[src/rtl/shiftreg_univ_if.sv]
// Bundles the control, data and status lines of the universal shift register.
// The master drives controls and load data; the slave returns register state and burst status.
interface shiftreg_univ_if #(
  parameter int W    = 8,
  parameter int CNTW = 4
);
  logic            LD;
  logic [W-1:0]    InP;
  logic            RL;
  logic [1:0]      Mode;
  logic            InS;
  logic            Step;
  logic            Start;
  logic [CNTW-1:0] Cnt;
  logic [W-1:0]    D;
  logic            SerOut;
  logic            Busy;
  logic            Done;

  modport master (
    output LD, InP, RL, Mode, InS, Step, Start, Cnt,
    input  D, SerOut, Busy, Done
  );

  modport slave (
    input  LD, InP, RL, Mode, InS, Step, Start, Cnt,
    output D, SerOut, Busy, Done
  );
endinterface

[src/rtl/shiftreg_univ.sv]
// W-bit universal shift register with logical, rotate and arithmetic modes in both directions,
// a registered serial output and a counted burst-shift engine. All state moves on the falling CLK edge.
module shiftreg_univ #(
  parameter int W    = 8,
  parameter int CNTW = 4
) (
  input  logic            CLK,
  input  logic            Clear,
  shiftreg_univ_if.slave  bus
);

  localparam logic [1:0] MODE_ROT   = 2'b01;
  localparam logic [1:0] MODE_ARITH = 2'b10;

  typedef enum logic [0:0] {
    ST_IDLE  = 1'b0,
    ST_SHIFT = 1'b1
  } state_t;

  state_t          state_r;
  logic [W-1:0]    d_r;
  logic            serout_r;
  logic            busy_r;
  logic            done_r;
  logic [CNTW-1:0] rem_r;
  logic            rl_r;
  logic [1:0]      mode_r;

  logic            sel_rl_s;
  logic [1:0]      sel_mode_s;
  logic [W:0]      shift_s;
  logic            last_s;

  // One shift step: returns {bit shifted out, new register value}. Mode 11 falls back to logical.
  function automatic logic [W:0] shift_once(
    input logic [W-1:0] d,
    input logic         rl,
    input logic [1:0]   mode,
    input logic         ins
  );
    logic       fill;
    logic [W:0] res;
    if (rl) begin
      case (mode)
        MODE_ROT:   fill = d[W-1];
        MODE_ARITH: fill = 1'b0;
        default:    fill = ins;
      endcase
      res = {d[W-1], d[W-2:0], fill};
    end else begin
      case (mode)
        MODE_ROT:   fill = d[0];
        MODE_ARITH: fill = d[W-1];
        default:    fill = ins;
      endcase
      res = {d[0], fill, d[W-1:1]};
    end
    return res;
  endfunction

  // A burst uses the direction/mode captured at Start; a single Step uses the live controls.
  always_comb begin
    sel_rl_s   = bus.RL;
    sel_mode_s = bus.Mode;
    if (state_r == ST_SHIFT) begin
      sel_rl_s   = rl_r;
      sel_mode_s = mode_r;
    end else begin
      sel_rl_s   = bus.RL;
      sel_mode_s = bus.Mode;
    end
    shift_s = shift_once(d_r, sel_rl_s, sel_mode_s, bus.InS);
    last_s  = (rem_r == CNTW'(1));
  end

  // Register, serial output and burst FSM; Clear beats LD beats everything else.
  always_ff @(negedge CLK) begin
    if (Clear) begin
      state_r  <= ST_IDLE;
      d_r      <= '0;
      serout_r <= 1'b0;
      busy_r   <= 1'b0;
      done_r   <= 1'b0;
      rem_r    <= '0;
      rl_r     <= 1'b0;
      mode_r   <= 2'b00;
    end else begin
      done_r <= 1'b0;
      if (bus.LD) begin
        d_r     <= bus.InP;
        state_r <= ST_IDLE;
        busy_r  <= 1'b0;
        rem_r   <= '0;
      end else begin
        case (state_r)
          ST_IDLE: begin
            if (bus.Start) begin
              // A zero-length burst completes immediately without touching the data.
              if (bus.Cnt == '0) begin
                done_r <= 1'b1;
              end else begin
                state_r <= ST_SHIFT;
                busy_r  <= 1'b1;
                rem_r   <= bus.Cnt;
                rl_r    <= bus.RL;
                mode_r  <= bus.Mode;
              end
            end else if (bus.Step) begin
              serout_r <= shift_s[W];
              d_r      <= shift_s[W-1:0];
            end else begin
              d_r <= d_r;
            end
          end
          ST_SHIFT: begin
            serout_r <= shift_s[W];
            d_r      <= shift_s[W-1:0];
            rem_r    <= rem_r - CNTW'(1);
            if (last_s) begin
              state_r <= ST_IDLE;
              busy_r  <= 1'b0;
              done_r  <= 1'b1;
            end else begin
              state_r <= ST_SHIFT;
            end
          end
          default: begin
            state_r <= ST_IDLE;
            busy_r  <= 1'b0;
            rem_r   <= '0;
          end
        endcase
      end
    end
  end

  assign bus.D      = d_r;
  assign bus.SerOut = serout_r;
  assign bus.Busy   = busy_r;
  assign bus.Done   = done_r;

endmodule
[src/flat_wrapper.sv]
// flat-port wrapper written by rule: the top's interface ports become plain ports
module shiftreg_univ_flat 
#(
  parameter int W    = 8,
  parameter int CNTW = 4
)
  (CLK, Clear, bus_LD, bus_InP, bus_RL, bus_Mode, bus_InS, bus_Step, bus_Start, bus_Cnt, bus_D, bus_SerOut, bus_Busy, bus_Done);
  shiftreg_univ_if #(.W(W), .CNTW(CNTW)) bus_i ();
  input  logic CLK;
  input  logic Clear;
  input wire logic [$bits(bus_i.LD)-1:0] bus_LD;
  input wire logic [$bits(bus_i.InP)-1:0] bus_InP;
  input wire logic [$bits(bus_i.RL)-1:0] bus_RL;
  input wire logic [$bits(bus_i.Mode)-1:0] bus_Mode;
  input wire logic [$bits(bus_i.InS)-1:0] bus_InS;
  input wire logic [$bits(bus_i.Step)-1:0] bus_Step;
  input wire logic [$bits(bus_i.Start)-1:0] bus_Start;
  input wire logic [$bits(bus_i.Cnt)-1:0] bus_Cnt;
  output wire logic [$bits(bus_i.D)-1:0] bus_D;
  output wire logic [$bits(bus_i.SerOut)-1:0] bus_SerOut;
  output wire logic [$bits(bus_i.Busy)-1:0] bus_Busy;
  output wire logic [$bits(bus_i.Done)-1:0] bus_Done;
  assign bus_i.LD = bus_LD;
  assign bus_i.InP = bus_InP;
  assign bus_i.RL = bus_RL;
  assign bus_i.Mode = bus_Mode;
  assign bus_i.InS = bus_InS;
  assign bus_i.Step = bus_Step;
  assign bus_i.Start = bus_Start;
  assign bus_i.Cnt = bus_Cnt;
  assign bus_D = bus_i.D;
  assign bus_SerOut = bus_i.SerOut;
  assign bus_Busy = bus_i.Busy;
  assign bus_Done = bus_i.Done;
  shiftreg_univ #(.W(W), .CNTW(CNTW)) u_core (.CLK(CLK), .Clear(Clear), .bus(bus_i));
endmodule
[config.mk]
export PLATFORM = sky130hd
export DESIGN_NAME = shiftreg_univ_flat
export DESIGN_NICKNAME = d
export VERILOG_FILES = /design/src/rtl/shiftreg_univ_if.sv /design/src/rtl/shiftreg_univ.sv /design/src/flat_wrapper.sv
export SDC_FILE = /design/constraint.sdc
export NUM_CORES = 1
export LEC_CHECK = 0
export BUFFER_PORTS_ARGS = -buffer_cell sky130_fd_sc_hd__buf_2
export CORE_UTILIZATION = 45
export DETAILED_ROUTE_END_ITERATION = 10
export GPL_ROUTABILITY_DRIVEN = 0
export PLACE_DENSITY_LB_ADDON = 0.12
export SYNTH_ARGS = -nofsm -noshare
export SYNTH_HDL_FRONTEND = slang
export SYNTH_SLANG_ARGS = --single-unit
[constraint.sdc]
create_clock -name CLK -period 1.7 [get_ports CLK]
set_input_delay 0.085 -clock CLK [delete_from_list [all_inputs] [get_ports CLK]]
set_output_delay 0.085 -clock CLK [all_outputs]
set_load 0.01 [all_outputs]
==> results of run 1 <==
[worst paths after layout]
check,start,end,cells past startpoint
max,u_core.bus.D[0]$_SDFFE_NP0P_,bus_D[0],1
min,u_core.bus.SerOut$_SDFFE_NP0P_,u_core.bus.SerOut$_SDFFE_NP0P_,2
max reg2reg,u_core.state_r$_SDFF_NP0_,u_core.bus.D[2]$_SDFFE_NP0P_,6
min reg2reg,u_core.bus.SerOut$_SDFFE_NP0P_,u_core.bus.SerOut$_SDFFE_NP0P_,2
[cells in the mapped netlist]
cell type and n:
dfxtp_1 19, nand2_1 12, a211oi_1 10, nor2b_1 10, nor2_1 8, a21oi_1 7
inv_1 7, o21ai_0 7, mux2i_1 6, o21ai_1 6, ha_1 4, a221oi_1 3
nand2b_1 3, a31oi_1 2, and2_1 2, buf_2 2, buf_6 2, clkbuf_1 2
nand3b_1 2, o31ai_1 2, a2111oi_0 1, a211oi_2 1, a2bb2oi_1 1, inv_2 1
mux2i_4 1, nand3_1 1, nor3_1 1, nor4_2 1, nor4b_2 1, o22a_1 1
o22ai_1 1, or2_0 1, or3_1 1, xnor2_1 1
[sequential cells by signal, indices dropped and copies added (netlist names)]
register and count:
u_core.state_r 1, u_core.mode_r 2, u_core.rem_r 4, u_core.bus.Busy 1
u_core.bus.D 8, u_core.rl_r 1, u_core.bus.Done 1, u_core.bus.SerOut 1
[area by class of cell]
cell class / count / share of cell area (%)
clock inverter: 20 / 5.87
clock buffer: 3 / 1.30
timing repair buffer: 54 / 23.5
inverter: 7 / 1.52
tap: 28 / 2.03
sequential: 19 / 22.8
multi-input combinational: 97 / 42.9
[worst reg2reg max path, cell delays in order, from the launching register on]
cell and delay [ps]:
dfxtp_2 410, buf_6 200, mux2i_4 280, buf_12 170
nor2b_1 60, a211oi_1 220, o21ai_1 100
[cell families (layout without fill, tap and decap cells)]
family | after synthesis | in the layout | share of synthesized area (%)
simple gates | 43 | 43 | 21.3
compound gates | 42 | 42 | 24.9
flops | 19 | 19 | 34.6
mux | 7 | 7 | 7.51
fa+ha+maj | 4 | 4 | 4.55
xor+xnor | 1 | 1 | 0.797
buf+inv | 14 | 84 | 6.37
[power by group]
group / internal [W] / switching (W)
clock network: 0.000296 / 0.000285
registers: 0.000480 / 0.0000268
logic: 0.000177 / 0.000153
[through the flow]
step	TNS, ps	hold slack [ps]	util (%)	instance area (um2)
CTS	-589	535	74.6	1680
detailed placement	-4390	520	61.9	1400
global placement	-4090	487	61.9	1400
finish	-462	533	76.6	1730
global route	-915	561	76.6	1730
floorplan	-860	463	-	1130
[metal layers]
| layer | track usage [%] | vias up | share of wire (%) |
|---|---|---|---|
| li1 | - | 613 | - |
| met1 | 29.9 | 576 | 43 |
| met2 | 47.2 | 40 | 50 |
| met3 | 8.33 | 8 | 5.5 |
| met4 | 11.3 | 0 | 2.2 |
| met5 | 0 | - | 0 |
[what timing repair did]
action,in CTS,in global routing
resized for setup,25,8
buffers inserted,7,2
setup endpoints to repair,14,18
pin swaps,4,3
==> qor.yml, run 1 <==
outcome:
  status: "finished with violations"
  violations: "negative setup slack"
clock_tree:
  cts.path.max_buffers: 2
  cts_buffers: 3
  cts_tree: "built"
  worst_skew_pair.late_latency_ps: 390
  cts.clk_slew.worst_paths_ps: 50
  cts_root_buf: "clkbuf_4"
  postCtsHoldBufs: 0
  htree_num_levels: 1
  clock_sinks: 19
route:
  ant_nets: 0
  vias_per_cell: 5.43
  first_iter_violations: 27
  drc: 0
  dr.pass1.iters: 4
  vias: 1237
  wire_per_inst_um: 13.7
  routed_wl_um: 3110
sta:
  rsz0062_at_grt: "yes"
  tightest_slew_ps: 427
  clock_skew_ps: 24.8
  relSlewSlack_pct: 71.4
  drv_slew: 0
  setup_viol: 11
  finalHoldViolCount: 0
  finalWorstSetupSlack_ps: -67.0
critical_path:
  r2r_slack_ps: 140
  crit_required_ps: 1620
  cp_max_fo: 2
  cp_num_buf_inv: 1
  criticalPathCategory: "reg -> out"
  slowest_delay_ps: 340
  cp-end-kind: "output pin"
  critPathSlowestCell: "dfxtp_2"
  start_kind: "register"
  crit_arrival_ps: 1680
  cp_top_family: "flip-flops"
  cp_cell_sequence: "buf_6"
die:
  die_h_um: 51.4
  coreArea_um2: 2250
  dieArea_um2: 2650
  std_cell_rows: 17
  start_util_pct: 48.8
  die_w_um: 51.4
  num_io_pins: 32
power:
  power.leakage_nw: 0.796
  p_per_area_nw_per_um2: 820
  p_total_w: 0.00142
  vdd_drop_max_uv: 539
run:
  drv_cap: 0
placement:
  place_ws_ps: -439
  port_buffers: 31
  hpwl_um: 2040
  placedCellCount: 197
synthesis:
  synth_top_area_share_pct: 34.6
  yosys-top-cells-area: "dfxtp_1 (35%), a211oi_1 (6.8%), nor2b_1 (5.7%)"
  synthesis.area_um2: 1100
  yosysWarningCount: 0
  yosysTopAreaCell: "dfxtp_1"
  ys_seq_area_share_pct: 34.6
  synth_fp_nets: 155
  synth_cell_types: 34
  synth-seq-cells: 19
  synth_cells: 130
  syn_area_per_cell_um2: 8.46
final_layout:
  multi_input_area_um2: 742
  final_cell_mix: "inv_1 (23), buf_2 (21), buf_4 (21)"
  fill_cells: 169
  fin_cells: 228
  area.growth.synth_to_final_pct: 57.1
  layout.nets: 226
  final-seq-area_um2: 394
  drive_above_1_share_pct: 42.0
  final_common_cell: "inv_1"
  n_antenna_cell: 0
grt:
  track_usage_pct: 27.0
  grt_pass1_vias: 1213
  grt_pass1_wl_um: 5320
  antenna_found_initial: 0
  grt-ovfl-total: 0
  grt_max_degree: 17
min_path:
  hold_class: "reg -> reg"
No activity file was read; power rests on OpenSTA's default activity.
==> run 2, diff against run 1 <==
==> constraint.sdc (replaced) <==
create_clock -name CLK -period 1.7 [get_ports CLK]
set_input_delay 0.085 -clock CLK [delete_from_list [all_inputs] [get_ports CLK]]
set_output_delay 0.085 -clock CLK [all_outputs]
set_load 0.1 [all_outputs]
==> qor.yml, run 2 (synthesis results as in run 1) <==
outcome:
  status: "finished with violations"
  violations: "negative setup slack"
critical_path:
  critPathSlowestCell: "dfxtp_4"
  cp_max_fo: 2
  reg2regPathDepth: 6
  slowest_delay_ps: 350
  crit_arrival_ps: 1760
  start_kind: "register"
  cp-end-kind: "output pin"
  r2r-start: "u_core.state_r$_SDFF_NP0_"
  cp_num_buf_inv: 1
  cp_cell_sequence: "buf_12"
  r2r_slack_ps: 120
  cp_top_family: "flip-flops"
  r2r-end: "u_core.bus.D[6]$_SDFFE_NP0P_"
  crit_required_ps: 1620
  criticalPathCategory: "reg -> out"
sta:
  tns_ps: -1450
  rsz0062_at_grt: "yes"
  finalHoldViolCount: 0
  finalWorstSetupSlack_ps: -148
  relSlewSlack_pct: 70.7
  tightest_slew_ps: 438
  setup_viol: 11
  clock_skew_ps: 19.4
  drv_slew: 0
grt:
  antenna_found_initial: 0
  grt_pass1_vias: 1274
  grt-ovfl-total: 0
  grt_pass1_wl_um: 5270
  track_usage_pct: 26.9
  grt_max_degree: 17
final_layout:
  multi_input_area_um2: 747
  n_antenna_cell: 0
  final_cell_mix: "inv_1 (23), buf_4 (20), buf_2 (19)"
  area.growth.synth_to_final_pct: 68.7
  final_util_pct: 82.3
  fin_cells: 227
  final-seq-area_um2: 415
  fill_cells: 125
  final_common_cell: "inv_1"
  final_cell_area_um2: 1860
  drive_above_1_share_pct: 42.2
  layout.nets: 225
  largest_reg_flops: 8
placement:
  post_dp_cell_area_um2: 1560
  port_buffers: 31
  hpwl_um: 2030
  placedCellCount: 196
clock_tree:
  postCtsHoldBufs: 0
  cts_buffers: 3
  clock_sinks: 19
  cts_tree: "built"
  cts.path.max_buffers: 2
  cts.clk_slew.worst_paths_ps: 50
  worst_skew_pair.late_latency_ps: 390
  htree_num_levels: 1
  cts_root_buf: "clkbuf_4"
route:
  first_iter_violations: 38
  drc: 0
  wire_per_inst_um: 14.6
  vias: 1265
  ant_nets: 0
  dr.pass1.iters: 4
  route.met3.wl_um: 256
  routed_wl_um: 3310
  routed.top_layer: "met4"
  wl_met1_um: 1350
  wl_met2_um: 1590
  vias_per_cell: 5.57
power:
  vdd_drop_max_uv: 726
  p_total_w: 0.00160
  p_per_area_nw_per_um2: 861
  power.leakage_nw: 0.829
die:
  die_w_um: 51.4
  dieArea_um2: 2650
  num_io_pins: 32
  coreArea_um2: 2250
  std_cell_rows: 17
  die_h_um: 51.4
  start_util_pct: 48.8
min_path:
  hold_end: "u_core.rem_r[3]$_SDFFE_NP0P_"
  holdPathStages: 2
  hold_class: "reg -> reg"
  hp-start: "u_core.rem_r[3]$_SDFFE_NP0P_"
run:
  drv_cap: 0
[run 2: cell type report]
type,count,share of cell area [%]
clock buffers,3,1.21
well taps,28,1.89
flip-flops and latches,19,22.4
clock inverters,20,5.46
repair buffers,53,27.4
inverters,7,1.42
multi-input cells,97,40.3
[run 2: what timing repair did]
item	4_1_cts	5_1_grt
setup buffers	8	2
gates resized for setup	12	13
pin swaps	3	4
gates cloned	0	0
endpoints found under the setup margin	13	18
[run 2: layer usage]
metal,GRT usage [%],vias to the layer above
met5,0,-
met3,8.33,10
met1,30.6,586
met4,19.4,0
met2,42.0,63
li1,-,606
[run 2: stage by stage]
step,setup slack [ps],hold WS [ps]
finish,-148,544
CTS,-147,510
global route,-175,561
global placement,-415,479
floorplan,-265,463
detailed placement,-489,500
[run 2: power breakdown]
group | internal (W) | switching [W] | total (W)
logic | 0.000217 | 0.000290 | 0.000507
clock network | 0.000296 | 0.000287 | 0.000583
registers | 0.000476 | 0.0000324 | 0.000508
[run 2: worst max path at each step]
stage	start	cells after the start	slack, ps	endpoint
final	u_core.bus.D[6]$_SDFFE_NP0P_	1	-150	bus_D[6]
after floorplan	bus_Mode[0]	5	-260	u_core.bus.D[7]$_SDFFE_NP0P_
after global routing	u_core.bus.SerOut$_SDFFE_NP0P_	1	-170	bus_SerOut
after detailed placement	bus_Mode[0]	6	-490	u_core.bus.D[7]$_SDFFE_NP0P_
after CTS	u_core.bus.SerOut$_SDFFE_NP0P_	1	-150	bus_SerOut
after global placement	bus_Mode[0]	6	-420	u_core.bus.D[7]$_SDFFE_NP0P_
[run 2: tightest hold or removal path: stages, from the launching register on]
cell and delay [ps]:
dfxtp_1 340, nand3_1 80, a31oi_1 70
